[config.mk]
export PLATFORM = sky130hd
export DESIGN_NAME = cpu_phase_ctrl
export DESIGN_NICKNAME = d
export VERILOG_FILES = /design/src/rtl/cpu_phase_ctrl.sv
export SDC_FILE = /design/constraint.sdc
export NUM_CORES = 1
export LEC_CHECK = 0
export ABC_CLOCK_PERIOD_IN_PS = 2160
export CAP_MARGIN = 20
export CORE_ASPECT_RATIO = 2
export CORE_MARGIN = 1
export CORE_UTILIZATION = 47
export CTS_CLUSTER_DIAMETER = 150
export DETAILED_ROUTE_END_ITERATION = 7
export GPL_ROUTABILITY_DRIVEN = 0
export HOLD_SLACK_MARGIN = 0.05
export PLACE_DENSITY = 0.78
export SLEW_MARGIN = 20
export SYNTH_ARGS = -nofsm -noshare
export SYNTH_HDL_FRONTEND = slang
export SYNTH_SLANG_ARGS = --single-unit
[constraint.sdc]
create_clock -name clk -period 2.16 [get_ports clk]
set_input_delay 0.324 -clock clk [delete_from_list [all_inputs] [get_ports clk]]
set_output_delay 0.324 -clock clk [all_outputs]
set_load 0.01 [all_outputs]
[src/rtl/cpu_phase_ctrl.sv]
// cpu_phase_ctrl: multicycle CPU phase FSM (HALT/IF/ID/EX/MEM/WB); in: clk rst_n start mem_ready halt_instr is_*; out: mem_rd_req ir/pc/mdr/reg_we regsrc_op phase halted mem_err instret
module cpu_phase_ctrl #(
  parameter int MEM_TIMEOUT = 15
) (
  input  logic        clk,
  input  logic        rst_n,
  input  logic        start,
  input  logic        mem_ready,
  input  logic        halt_instr,
  input  logic        is_load,
  input  logic        is_li,
  input  logic        is_link,
  input  logic        is_alu,
  output logic        mem_rd_req,
  output logic        ir_we,
  output logic        pc_we,
  output logic        mdr_we,
  output logic        reg_we,
  output logic [1:0]  regsrc_op,
  output logic [2:0]  phase,
  output logic        halted,
  output logic        mem_err,
  output logic [15:0] instret
);
  typedef enum logic [2:0] {
    S_HALT = 3'd0,
    S_IF   = 3'd1,
    S_ID   = 3'd2,
    S_EX   = 3'd3,
    S_MEM  = 3'd4,
    S_WB   = 3'd5
  } state_t;
  state_t state;
  logic [7:0] wcnt;
  logic busy, tout, wb;
  assign busy = state == S_IF || state == S_MEM;
  assign tout = busy && !mem_ready && wcnt == 8'(MEM_TIMEOUT - 1);
  assign wb = state == S_WB;
  always_ff @(posedge clk or negedge rst_n)
    if (!rst_n) begin
      state <= S_HALT;
      wcnt <= 8'd0;
      mem_err <= 1'b0;
      instret <= 16'd0;
    end else begin
      wcnt <= busy && !mem_ready && !tout ? wcnt + 8'd1 : 8'd0;
      if (tout) mem_err <= 1'b1;
      else if (state == S_HALT && start) mem_err <= 1'b0;
      if (wb) instret <= instret + 16'd1;
      case (state)
        S_HALT:  state <= start ? S_IF : S_HALT;
        S_IF:    state <= mem_ready ? S_ID : tout ? S_HALT : S_IF;
        S_ID:    state <= halt_instr ? S_HALT : S_EX;
        S_EX:    state <= is_load ? S_MEM : S_WB;
        S_MEM:   state <= mem_ready ? S_WB : tout ? S_HALT : S_MEM;
        S_WB:    state <= S_IF;
        default: state <= S_HALT;
      endcase
    end
  always_comb begin
    mem_rd_req = busy;
    ir_we = state == S_IF && mem_ready;
    pc_we = state == S_IF && mem_ready;
    mdr_we = state == S_MEM && mem_ready;
    reg_we = wb && (is_load || is_li || is_link || is_alu);
    regsrc_op = !wb ? 2'b00 : is_load ? 2'b01 : is_li ? 2'b10 : is_link ? 2'b11 : 2'b00;
    phase = state;
    halted = state == S_HALT;
  end
endmodule

==> impl_metrics.toml <==
[status]
status = "finished, final reports clean"

[synthesis]
synth.area.top_cells = "dfrtp_1, xnor2_1, nor2_1"
synth_cells = 134
yosys.area.top_type = "dfrtp_1"
synth_cell_types = 31
synth-seq-cells = 28
ys_warn_count = 0
yosysTopAreaCellShare = 0.509
syn_nets = 146
netlist_area_um2 = 1380
avgSynthCellArea_um2 = 10.3
ys_seq_area_frac = 0.509

[worst_setup_path]
worstSetupPathType = "flip-flop to output pin"
start_kind = "flip-flop"
critPathArrivalTime_ns = 1.73
timing.rr.start = "wcnt[0]"
worstPathCellList = "nor2b_1, buf_4, and3b_1, clkdlybuf4s50_1"
slowest_delay_ns = 0.54
end_kind = "output pin"
rrSetupSlack_ns = 0.35
cp_max_fo = 3
rr_endpoint = "phase[2]"
r2r_cells = 6
crit_slowest_cell = "clkdlybuf4s50_1"
required_ns = 1.84

[routing]
num_vias = 1097
drtPass1Iterations = 4
wl_per_cell_um = 14.1
wl_met1_um = 1040
drtIter0Drc = 25
top_layer = "met4"
ant_nets = 0
wl_met3_um = 66
drt_wl_total_um = 2870
wl_met2_um = 1730
drc = 0
routed_via_density = 5.40

[grt]
grt_overflow = 0
grt_pass1_wl_um = 4680
gr-usage-all-layers = 0.205
antenna_found_initial = 0
first_global_vias = 1118
grt_max_degree = 29

[floorplan]
dieWidth_um = 40.3
die_area_um2 = 3160
core_area_um2 = 2770
die_h_um = 78.6
fp-row-count = 27
initial_core_util = 0.497
ios = 37

[timing]
finalClockSkew_ns = 0.00445
min_period_over_period = 0.952
fmax_ghz = 0.486
min_period_ns = 2.06
hold_ws_ns = 0.428
worstMarginPinSlew_ns = 0.363
slew_headroom = 0.758
hold_violations = 0
setup_violations = 0
finalMaxSlewViolations = 0

[run]
maxCapViolations = 0

[clock_network]
cts_buffer_depth = 2
cts_sinks = 28
tritoncts = "yes"
path_clk_slew_ns = 0.09
clk_latency_ns = 0.27
cts-root-buf = "clkbuf_8"
cts_buffers = 3
hold_buffers = 0
cts_htree_levels = 1

[power_and_ir_drop]
finalPower_mw = 1.76
p_leak_nw = 0.858
vdd_ir_drop_max_mv = 0.700
p_per_area_nw_per_um2 = 943

[layout]
drive_gt1_frac = 0.0805
final_nets = 187
n_antenna_cell = 0
fin_area_um2 = 1860
syn_to_final_growth_pct = 35.1
fill_cells = 231

[placement]
post-dp-hpwl_um = 2190
io_buffers = 36
placed_area_um2 = 1770

[min_path]
hp-class = "primary input to async pin"
worst max path at each step:
stage                     cells past startpoint  startpoint  slack, ns           end
after CTS                                     4    phase[1]       0.06  regsrc_op[1]
after global placement                        4     is_load       0.26        reg_we
after floorplan                               6     wcnt[0]       0.55      phase[2]
after detailed placement                      4     is_load       0.23        reg_we
final                                         4    phase[1]       0.10         ir_we
after global routing                          5    phase[0]    -0.0003    mem_rd_req
sequential cells by signal, summed over array words and instances (netlist names):
name and flops:
instret 16, mem_err 1, phase 3, wcnt 8
cells in the mapped netlist (all sizes together):
cell type,number
a21o,1
a21oi,2
a22oi,2
a32o,1
and2,2
and2b,1
and3,4
and3b,2
and4,3
and4b,1
buf,5
dfrtp,28
ha,3
inv,3
mux2i,1
nand2,15
nand2b,2
nand3,5
nand4,3
nand4b,1
nor2,17
nor2b,2
nor3,3
nor4,1
o21bai,2
o22ai,1
or3,1
or3b,1
xnor2,14
xor2,7
critical path: cells and delay by family, from the launching register on:
family / cells / cell delay (ns)
DFF: 1 / 0.42
and+or+nand+nor: 2 / 0.35
buffers and inverters: 2 / 0.69
stage by stage:
step                      setup TNS [ns]  instances   util  setup slack, ns
after global placement                 0        198  0.640            0.261
final                                  0        203  0.672            0.104
after floorplan                        0        134      -            0.547
after detailed placement               0        198  0.640            0.232
after CTS                              0        203  0.670           0.0572
after global routing           -0.000268        203  0.672        -0.000268
layout by cell type, fill, tap and decap left out, drive strengths merged:
cell type      Yosys  final
a21o               1      1
a21oi              2      2
a22oi              2      2
a32o               1      1
and2               2      2
and2b              1      1
and3               4      4
and3b              2      2
and4               3      3
and4b              1      1
buf                5      5
bufinv             0      1
clkbuf             0      3
clkdlybuf4s50      0     35
dfrtp             28     28
dlymetal6s2s       0      1
ha                 3      3
inv                3      3
mux2i              1      1
nand2             15     15
nand2b             2      2
nand3              5      5
nand4              3      3
nand4b             1      1
nor2              17     17
nor2b              2      2
nor3               3      3
nor4               1      1
o21bai             2      2
o22ai              1      1
or3                1      1
or3b               1      1
xnor2             14     14
xor2               7      7
repair_timing:
item | in CTS | in global routing
setup endpoints to repair | 5 | 3
gates resized for setup | 2 | 2
pin swaps | 0 | 1
setup buffers | 1 | 0
hold endpoints to repair | 0 | 0
report_power, final:
part / total, mW / switching, mW / internal [mW]
combinational: 0.667 / 0.303 / 0.365
clock: 0.405 / 0.157 / 0.248
sequential: 0.682 / 0.0886 / 0.594
cell families after synthesis:
logic type / Yosys count / synth area share
simple gates: 64 / 0.247
flops: 28 / 0.509
xor+xnor: 21 / 0.134
compound gates: 9 / 0.0463
buf+inv: 8 / 0.0300
fa+ha+maj: 3 / 0.0273
mux: 1 / 0.00727
layer usage:
layer | vias up | global-route usage
met5 | - | 0
li1 | 528 | -
met4 | 0 | 0.0600
met1 | 544 | 0.195
met2 | 21 | 0.403
met3 | 4 | 0.0198
area by class of cell:
type | instances | area [um^2] | area share
Tap cell | 29 | 36.3 | 0.0195
Clock buffer | 3 | 41.3 | 0.0222
Sequential cell | 28 | 703 | 0.378
Inverter | 3 | 11.3 | 0.00605
Timing Repair Buffer | 41 | 400 | 0.215
Multi-Input combinational cell | 98 | 638 | 0.343
Clock inverter | 1 | 30.0 | 0.0161
Note: power is estimated with default switching activity, not from simulation.
